$ cat config.mk
export PLATFORM = sky130hd
export DESIGN_NAME = decode_stage_q
export DESIGN_NICKNAME = d
export VERILOG_FILES = /design/src/rtl/decode_pkg.sv /design/src/rtl/decode_queue.sv /design/src/rtl/decode_stage_q.sv
export SDC_FILE = /design/constraint.sdc
export NUM_CORES = 1
export LEC_CHECK = 0
export CORE_AREA = 5 5 277 279
export DETAILED_ROUTE_END_ITERATION = 7
export DIE_AREA = 0 0 282 284
export GPL_TIMING_DRIVEN = 0
export PLACE_DENSITY = 0.66
export RECOVER_POWER = 100
export SYNTH_ARGS = -nofsm -noshare
export SYNTH_HDL_FRONTEND = slang
export SYNTH_HIERARCHICAL = 1
export SYNTH_SLANG_ARGS = --single-unit
$ cat constraint.sdc
create_clock -name clk -period 9.1 [get_ports clk]
set_clock_uncertainty 0.2 [all_clocks]
set_input_delay 2.275 -clock clk [delete_from_list [all_inputs] [get_ports clk]]
set_output_delay 2.275 -clock clk [all_outputs]
set_load 0.01 [all_outputs]
$ cat src/rtl/decode_pkg.sv
// Shared decode definitions: RV64 major opcodes, trap code and
// source-usage / legality helpers used by the decode stage.
package decode_pkg;

  typedef enum logic [6:0] {
    OP_LUI      = 7'b0110111,
    OP_AUIPC    = 7'b0010111,
    OP_JAL      = 7'b1101111,
    OP_JALR     = 7'b1100111,
    OP_BRANCH   = 7'b1100011,
    OP_LOAD     = 7'b0000011,
    OP_STORE    = 7'b0100011,
    OP_OPIMM    = 7'b0010011,
    OP_OP       = 7'b0110011,
    OP_OPIMM32  = 7'b0011011,
    OP_OP32     = 7'b0111011,
    OP_SYSTEM   = 7'b1110011,
    OP_MISCMEM  = 7'b0001111
  } opcode_e;

  localparam int unsigned ILLEGAL_INST_CODE = 32'd2;

  // rs1 is read by everything except the upper-immediate and JAL forms
  function automatic logic uses_rs1(input logic [31:0] inst);
    logic r;
    case (inst[6:0])
      OP_LUI, OP_AUIPC, OP_JAL: r = 1'b0;
      default:                  r = 1'b1;
    endcase
    return r;
  endfunction

  // rs2 is read only by register-register ALU ops, stores and branches
  function automatic logic uses_rs2(input logic [31:0] inst);
    logic r;
    case (inst[6:0])
      OP_OP, OP_OP32, OP_STORE, OP_BRANCH: r = 1'b1;
      default:                             r = 1'b0;
    endcase
    return r;
  endfunction

  function automatic logic is_legal_opcode(input logic [31:0] inst);
    logic r;
    case (inst[6:0])
      OP_LUI, OP_AUIPC, OP_JAL, OP_JALR, OP_BRANCH, OP_LOAD, OP_STORE,
      OP_OPIMM, OP_OP, OP_OPIMM32, OP_OP32, OP_SYSTEM, OP_MISCMEM: r = 1'b1;
      default:                                                     r = 1'b0;
    endcase
    return r;
  endfunction

endpackage

$ cat src/rtl/decode_queue.sv
// Circular instruction FIFO between fetch and decode. Flush empties it in
// one edge; pointers wrap naturally because QDEPTH is a power of two.
module decode_queue #(
  parameter int W      = 96,
  parameter int QDEPTH = 4
) (
  input  logic         clk,
  input  logic         reset,
  input  logic         flush,
  input  logic         push,
  input  logic [W-1:0] push_data,
  input  logic         pop,
  output logic [W-1:0] head_data,
  output logic         full,
  output logic         empty
);
  import decode_pkg::*;

  localparam int AW = $clog2(QDEPTH);

  logic [W-1:0]  r_mem [QDEPTH];
  logic [AW-1:0] r_wptr;
  logic [AW-1:0] r_rptr;
  logic [AW:0]   r_count;

  // Pointer and occupancy tracking; flush outranks push/pop
  always_ff @(posedge clk) begin
    if (!reset) begin
      r_wptr  <= '0;
      r_rptr  <= '0;
      r_count <= '0;
    end else if (flush) begin
      r_wptr  <= '0;
      r_rptr  <= '0;
      r_count <= '0;
    end else begin
      if (push) r_wptr <= r_wptr + 1'b1;
      if (pop)  r_rptr <= r_rptr + 1'b1;
      case ({push, pop})
        2'b10:   r_count <= r_count + 1'b1;
        2'b01:   r_count <= r_count - 1'b1;
        default: r_count <= r_count;
      endcase
    end
  end

  // Payload storage; contents are don't-care until written
  always_ff @(posedge clk) begin
    if (reset && push && !flush) begin
      r_mem[r_wptr] <= push_data;
    end
  end

  assign head_data = r_mem[r_rptr];
  assign full      = (r_count == (AW+1)'(QDEPTH));
  assign empty     = (r_count == '0);

endmodule

$ cat src/rtl/decode_stage_q.sv
// Queued decode stage: buffers fetched instructions, checks RAW hazards
// against NUM_FWD forwarding sources (index 0 youngest / highest priority),
// resolves operands and issues into a registered ID/EX slot.
// Optional build macro: DECODE_STALL_CNT_EN enables the hazard-stall counter.
module decode_stage_q
  import decode_pkg::*;
#(
  parameter int XLEN    = 64,
  parameter int NUM_FWD = 3,
  parameter int QDEPTH  = 4
) (
  input  logic                    clk,
  input  logic                    reset,
  input  logic                    flush,
  input  logic                    in_valid,
  output logic                    in_ready,
  input  logic [31:0]             in_inst,
  input  logic [XLEN-1:0]         in_pc,
  input  logic [NUM_FWD-1:0]      fwd_valid,
  input  logic [NUM_FWD-1:0]      fwd_pending,
  input  logic [NUM_FWD*5-1:0]    fwd_addr,
  input  logic [NUM_FWD*XLEN-1:0] fwd_data,
  output logic [4:0]              rf_raddr1,
  output logic [4:0]              rf_raddr2,
  input  logic [XLEN-1:0]         rf_rdata1,
  input  logic [XLEN-1:0]         rf_rdata2,
  output logic                    out_valid,
  input  logic                    out_ready,
  output logic [31:0]             out_inst,
  output logic [XLEN-1:0]         out_pc,
  output logic [XLEN-1:0]         out_rs1_value,
  output logic [XLEN-1:0]         out_rs2_value,
  output logic                    out_illegal,
  output logic [31:0]             stall_cycles
);

  logic                 w_q_full, w_q_empty, w_push, w_issue, w_slot_free;
  logic [XLEN+31:0]     w_head;
  logic [31:0]          w_head_inst;
  logic [XLEN-1:0]      w_head_pc;
  logic [4:0]           w_rs1, w_rs2;
  logic                 w_use1, w_use2, w_haz1, w_haz2, w_hazard, w_illegal;
  logic [XLEN-1:0]      w_rs1_val, w_rs2_val;

  logic                 r_out_valid, r_out_illegal;
  logic [31:0]          r_out_inst;
  logic [XLEN-1:0]      r_out_pc, r_out_rs1, r_out_rs2;

  assign in_ready = !w_q_full;
  assign w_push   = in_valid && !w_q_full && !flush;

  decode_queue #(.W(XLEN+32), .QDEPTH(QDEPTH)) u_queue (
    .clk       (clk),
    .reset     (reset),
    .flush     (flush),
    .push      (w_push),
    .push_data ({in_pc, in_inst}),
    .pop       (w_issue),
    .head_data (w_head),
    .full      (w_q_full),
    .empty     (w_q_empty)
  );

  assign w_head_inst = w_head[31:0];
  assign w_head_pc   = w_head[XLEN+31:32];
  assign w_rs1       = w_head_inst[19:15];
  assign w_rs2       = w_head_inst[24:20];
  assign w_use1      = uses_rs1(w_head_inst);
  assign w_use2      = uses_rs2(w_head_inst);
  assign rf_raddr1   = w_rs1;
  assign rf_raddr2   = w_rs2;
  assign w_illegal   = (w_head_inst[1:0] != 2'b11) || !is_legal_opcode(w_head_inst);

  // Priority forwarding: scan oldest to youngest so the lowest index wins
  always_comb begin
    w_rs1_val = rf_rdata1;
    w_rs2_val = rf_rdata2;
    w_haz1    = 1'b0;
    w_haz2    = 1'b0;
    for (int i = NUM_FWD - 1; i >= 0; i--) begin
      if (fwd_valid[i] && (fwd_addr[i*5 +: 5] != 5'd0) &&
          (fwd_addr[i*5 +: 5] == w_rs1) && w_use1) begin
        w_rs1_val = fwd_data[i*XLEN +: XLEN];
        w_haz1    = fwd_pending[i];
      end else begin
        w_rs1_val = w_rs1_val;
      end
      if (fwd_valid[i] && (fwd_addr[i*5 +: 5] != 5'd0) &&
          (fwd_addr[i*5 +: 5] == w_rs2) && w_use2) begin
        w_rs2_val = fwd_data[i*XLEN +: XLEN];
        w_haz2    = fwd_pending[i];
      end else begin
        w_rs2_val = w_rs2_val;
      end
    end
    if (w_rs1 == 5'd0) w_rs1_val = '0;
    else               w_rs1_val = w_rs1_val;
    if (w_rs2 == 5'd0) w_rs2_val = '0;
    else               w_rs2_val = w_rs2_val;
  end

  assign w_hazard    = w_haz1 || w_haz2;
  assign w_slot_free = !r_out_valid || out_ready;
  assign w_issue     = !w_q_empty && !w_hazard && w_slot_free && !flush;

  // ID/EX slot: load on issue, drop when consumed, hold under backpressure
  always_ff @(posedge clk) begin
    if (!reset) begin
      r_out_valid   <= 1'b0;
      r_out_inst    <= 32'd0;
      r_out_pc      <= '0;
      r_out_rs1     <= '0;
      r_out_rs2     <= '0;
      r_out_illegal <= 1'b0;
    end else if (flush) begin
      r_out_valid   <= 1'b0;
    end else if (w_issue) begin
      r_out_valid   <= 1'b1;
      r_out_inst    <= w_head_inst;
      r_out_pc      <= w_head_pc;
      r_out_rs1     <= w_rs1_val;
      r_out_rs2     <= w_rs2_val;
      r_out_illegal <= w_illegal;
    end else if (w_slot_free) begin
      r_out_valid   <= 1'b0;
    end else begin
      r_out_valid   <= r_out_valid;
    end
  end

  assign out_valid     = r_out_valid;
  assign out_inst      = r_out_inst;
  assign out_pc        = r_out_pc;
  assign out_rs1_value = r_out_rs1;
  assign out_rs2_value = r_out_rs2;
  assign out_illegal   = r_out_illegal;

`ifdef DECODE_STALL_CNT_EN
  logic [31:0] r_stall_cnt;

  // Saturating count of cycles the head instruction waits on pending data
  always_ff @(posedge clk) begin
    if (!reset) begin
      r_stall_cnt <= 32'd0;
    end else if (!w_q_empty && w_hazard && !flush && (r_stall_cnt != 32'hFFFF_FFFF)) begin
      r_stall_cnt <= r_stall_cnt + 32'd1;
    end else begin
      r_stall_cnt <= r_stall_cnt;
    end
  end

  assign stall_cycles = r_stall_cnt;
`else
  assign stall_cycles = 32'd0;
`endif

endmodule

==> run metrics, run 1 <==
status=finished, violations left; failing checks=DRC, capacitance limit, slew limit; clk buf depth=3; CTS clk-pin slew, worst paths=60 ps; number of flops mapped to enable cells by yosys=384; Final HPWL DP=99800 µm; area share of the largest cell type after synthesis=39.3%; via count=25600; ranking of synthesized cells by area=edfxtp_1 (39%), dfxtp_1 (16%), mux4_2 (7.4%); fin nets=3650; fin crit share=82.4%; Remaining Overflow, GRT=0; clk_lat worst skew=640 ps; Finished Core Util=54.1%; final hold vios=0; Setup Buffers After CTS=0; RSZ-0062 raised after global routing=false; commonest non-fill, non-tap cell in the layout=edfxtp_1; CTS-repair resized insts=0; Max Cap Viol=9; register bit total from synthesis=619; layout cells sized above 1=8.78%; final setup fails=0; First DRT Iteration DRCs=2183; TritonCTS clock tree=done; GRT Total Usage=31.0%; clk sinks=619; I/O pin cnt=711; post-synthesis sequential area ratio=55.4%; Mapped Area=0.0293 mm²; Syn Area/Cell=12.2 µm²; maximum vdd drop=165 µV; Slew Viols, Final=241; final WL=130000 µm; Core Region=0.0739 mm²; Synth area leader=edfxtp_1; initial core utilization=39.7%; worst-margin pin slew=2410 ps; CP arrival=7850 ps; HP Class=register to register; f_max=133 MHz; Crit Path Class=input port to register; antenna violations before repair=70; die width=282 µm; vias in the first global route=25500; Synth Flop Type=edfxtp_1; Pre-antenna DRT Iters=8; drt wl/cell=30.4 µm; via/cell ratio=5.98; Startpoint Class=input port; Hold Buf Count CTS=0; die height=284 µm; Req. time, crit path=9460 ps; Synth cell types=51; first-pass GRT wire length=182000 µm; GP Congestion=1.00; ys async rst share=0%; DRC Markers=1; H-tree depth=3; warnings from Yosys=6; most frequent cells in the layout=edfxtp_1 (384), clkdlybuf4s50_1 (343), dlygate4sd3_1 (335), clkbuf_1 (242), dfxtp_1 (235); setup TNS=0 ps; Mapped Cells=2412; Power Density=163 mW/mm²; CTS Root Cell=clkbuf_16; Leakage=0.0137 µW; TritonCTS Buffers=68; Tmin final=7490 ps; layout overhead on the synthesized area=36.5%; Row Count=100; port bufs=678; Max FO, Critical Path=10; die area=0.0801 mm²; largest net degree at the start of global routing=56; Max-slew headroom=-60.8%; post-route ant nets=0; critical path endpoint category=register
==> stage by stage <==
stage | hold slack [ps] | instances | area (µm²) | power (µW) | worst slack, ps
2_1_floorplan | 267 | 2443 | 29400 | 3350 | 3270
3_3_place_gp | 262 | 4090 | 37400 | 3770 | 671
3_5_place_dp | 265 | 4101 | 37700 | 3780 | 1800
4_1_cts | 273 | 4226 | 40000 | 6580 | 2480
5_1_grt | 303 | 4267 | 40000 | 6710 | 1330
6_report | 266 | 4279 | 40000 | 6510 | 1610
==> synth_stat cells (71+ instances only) <==
cell type  number
a21boi_0      160
a22oi_1       121
clkbuf_1      206
dfxtp_1       235
edfxtp_1      384
inv_1          73
mux4_2         96
nand3_1       104
nor3_1         71
o21a_1        186
o21ai_0       169
or4_1          73
==> worst max-delay path: stages <==
cell,delay [ps]
dlygate4sd3_1,590
or4_1,630
o21ai_0,390
nor3_1,150
o32ai_1,410
or3_1,200
clkbuf_1,630
clkbuf_1,750
clkbuf_1,430
nor2_1,280
ha_1,280
inv_1,90
fa_1,200
xor2_1,80
or3_1,310
a21oi_1,140
==> final cells by class <==
cell class	count	area, µm²
Clock buffer	99	1950
Antenna cell	53	133
Tap cell	969	1210
Fill cell	6326	33900
Multi-Input combinational cell	1446	11500
Inverter	73	274
Timing Repair Buffer	689	6930
Buffer	305	1460
Clock inverter	26	358
Sequential cell	619	16200
==> cells by family (layout without fill, tap and decap cells) <==
| group | Yosys count | after routing | share of synthesized area (%) |
|---|---|---|---|
| AO/OA/AOI/OAI | 916 | 916 | 22.8 |
| XOR/XNOR | 35 | 35 | 1.05 |
| adder cells (fa/ha/maj) | 6 | 6 | 0.282 |
| buffers and inverters | 378 | 1192 | 5.97 |
| flip-flops | 619 | 619 | 55.4 |
| multiplexers | 97 | 97 | 7.41 |
| other | 1 | 85 | 0.0128 |
| AND/OR/NAND/NOR | 360 | 360 | 7.13 |
==> per-layer routing <==
layer  part of all wire (%)  track usage (%)  wire [µm]
met4                    4.9             14.7       6410
met2                     49             51.6      63100
met5                   0.12                0        155
met3                    9.0             7.68      11700
met1                     37             37.9      48600
==> power breakdown <==
group / switching (µW) / internal (µW) / total (µW)
combinational: 350 / 325 / 676
clock: 1200 / 1610 / 2800
sequential: 24.3 / 3010 / 3040
==> flip-flops by register name, indices dropped and copies added, names as in the netlist, 2 cells and up, named ones only <==
register / flops
u_queue/r_mem: 384
out_pc: 64
out_rs1_value: 64
out_rs2_value: 64
out_inst: 32
u_queue/r_count: 3
u_queue/r_rptr: 2
u_queue/r_wptr: 2
==> final timing paths <==
check / startpoint / endpoint / slack, ps / cells after the start
setup / recovery: fwd_addr[1] / u_queue/r_count[2]$_SDFFE_PP0P_ / 1610 / 16
hold / removal: out_rs2_value[10]$_SDFFE_PN0P_ / out_rs2_value[10]$_SDFFE_PN0P_ / 270 / 2
setup reg to reg: register / u_queue/r_count[2]$_SDFFE_PP0P_ / 2000 / 18
hold reg to reg: out_rs2_value[10]$_SDFFE_PN0P_ / out_rs2_value[10]$_SDFFE_PN0P_ / 270 / 2
No activity file was read; power rests on OpenSTA's default activity.
==> run 2, diff against run 1 <==
--- a/config.mk
+++ b/config.mk
@@ -9,7 +9,7 @@
 export DETAILED_ROUTE_END_ITERATION = 7
 export DIE_AREA = 0 0 282 284
 export GPL_TIMING_DRIVEN = 0
-export PLACE_DENSITY = 0.66
+export PLACE_DENSITY = 0.69
 export RECOVER_POWER = 100
 export SYNTH_ARGS = -nofsm -noshare
 export SYNTH_HDL_FRONTEND = slang
==> constraint.sdc (replaced) <==
create_clock -name clk -period 6.5 [get_ports clk]
set_clock_uncertainty 0.2 [all_clocks]
set_input_delay 1.625 -clock clk [delete_from_list [all_inputs] [get_ports clk]]
set_output_delay 1.625 -clock clk [all_outputs]
set_load 0.01 [all_outputs]
==> run 2 against run 1 <==
The run ends with capacitance limit, slew limit left. Non-clock buffer count up 1. Sequential power up 40%. Sequential cell count unchanged. Power up 41%. Global-route usage down 1.8 points. Largest power group unchanged. Clock power up 44%. Setup slack worse by 1200 ps.
==> run metrics, run 2 (same netlist as run 1, synthesis figures left out) <==
failing checks=capacitance limit, slew limit; H-tree depth=3; Final HPWL DP=92600 µm; largest net degree at the start of global routing=56; Max FO, Critical Path=10; Core Region=0.0739 mm²; setup TNS=0 ps; clk buf depth=3; Leakage=0.0137 µW; HP Class=register to register; Fillers=6387; final WL=122000 µm; DRC Markers=0; f_max=164 MHz; FF+latch area=0.0162 mm²; worst hold slack=268 ps; commonest non-fill, non-tap cell in the layout=edfxtp_1; Pre-antenna DRT Iters=6; clk sinks=619; TritonCTS Buffers=70; CP Cell Sequence=dlygate4sd3_1 -> or4_1 -> o21ai_0 -> or4_1 -> nor3_1 -> o21ai_1 -> clkbuf_1 -> clkbuf_1 -> nand3_1 -> a21boi_0; port bufs=678; first-pass GRT wire length=173000 µm; maximum vdd drop=215 µV; initial core utilization=39.7%; area taken by multi-input logic gates=0.0115 mm²; layout cells sized above 1=9.08%; critical path endpoint category=register; Crit Path Class=input port to register; final setup fails=0; die width=282 µm; via/cell ratio=5.87; fin nets=3653; die area=0.0801 mm²; RSZ-0062 raised after global routing=false; antenna violations before repair=72; fin crit share=93.6%; CTS clk-pin slew, worst paths=60 ps; vias in the first global route=24900; post-route ant nets=0; Power Density=229 mW/mm²; First DRT Iteration DRCs=2325; total power=9180 µW; TritonCTS clock tree=done; GRT Total Usage=29.3%; Buffers & Inverters on Critical Path=3; CTS Root Cell=clkbuf_16; drt wl/cell=28.6 µm; via count=25100; Max Cap Viol=4; worst-margin pin slew=2500 ps; die height=284 µm; max reg flops=384; Row Count=100; Slew Viols, Final=198; DP Area=0.0377 mm²; Finished Core Util=54.2%; Slowest cell on crit path=o21ai_1; most flop-heavy register=u_queue/r_mem; Req. time, crit path=6830 ps; Startpoint Class=input port; CP arrival=6410 ps; Max-slew headroom=-66.4%; Largest delay share family, worst path=buffers and inverters; most frequent cells in the layout=edfxtp_1 (384), clkdlybuf4s50_1 (343), dlygate4sd3_1 (335), dfxtp_1 (235), clkbuf_1 (234); status=finished, violations left; max incr delay on CP=1060 ps; I/O pin cnt=711; clk_lat worst skew=620 ps; final hold vios=0; fin area=0.0401 mm²; GP Congestion=0.979; layout overhead on the synthesized area=36.6%; Tmin final=6080 ps; Remaining Overflow, GRT=0
==> run 2: cell count changes in the layout (fill, tap and decap cells not counted), sizes merged <==
cell      previous run  this run
buf                 94        96
inv                 74        77
clkinvlp             1         4
clkbuf             321       315
bufinv               3         5
diode               53        50
==> run 2: metrics by stage <==
stage,std cells,worst slack [ps]
finish,4280,419
global route,4267,245
CTS,4230,159
detailed placement,4102,-166
global placement,4090,-1220
floorplan,2443,1320
==> run 2: final timing paths <==
path	from	end	slack, ps	cells after the start
max	fwd_addr[13]	out_pc[52]$_SDFFE_PN0P_	420	10
min	out_rs2_value[0]$_SDFFE_PN0P_	out_rs2_value[0]$_SDFFE_PN0P_	270	2
max reg2reg	register	u_queue/r_count[2]$_SDFFE_PP0P_	550	18
min reg2reg	out_rs2_value[0]$_SDFFE_PN0P_	out_rs2_value[0]$_SDFFE_PN0P_	270	2
==> run 2: where the power goes <==
part           switching [µW]  internal [µW]  total, µW
clock network            1700           2320       4020
registers                27.2           4220       4250
logic                     467            456        922
total                    2190           6990       9180
==> run 2: what timing repair did <==
action,CTS,global route
setup endpoints to repair,0,1
setup buffers,0,0
hold buffers,0,0
gates resized for setup,0,1
==> run 2: cell type report <==
class                           count  share of cell area [%]
Antenna cell                       50                   0.312
Buffer                            305                    3.68
Clock buffer                       94                    4.77
Clock inverter                     34                    1.14
Inverter                           73                   0.684
Multi-Input combinational cell   1446                    28.7
Sequential cell                   619                    40.5
Tap cell                          969                    3.02
Timing Repair Buffer              690                    17.2
==> run 2: worst min-delay path: cells and delay by family, from the launching register on <==
| family | cells | cell delay [ps] |
|---|---|---|
| flip-flops | 1 | 300 |
| AO/OA/AOI/OAI | 2 | 120 |
==> run 2: layer usage <==
metal  track usage, %  share of wire, %  vias up
li1                 -                 -    11200
met1             34.3                36    12300
met2             48.2                48     1286
met3             9.07               9.6      322
met4             15.3               5.4       36
met5                0              0.19        -
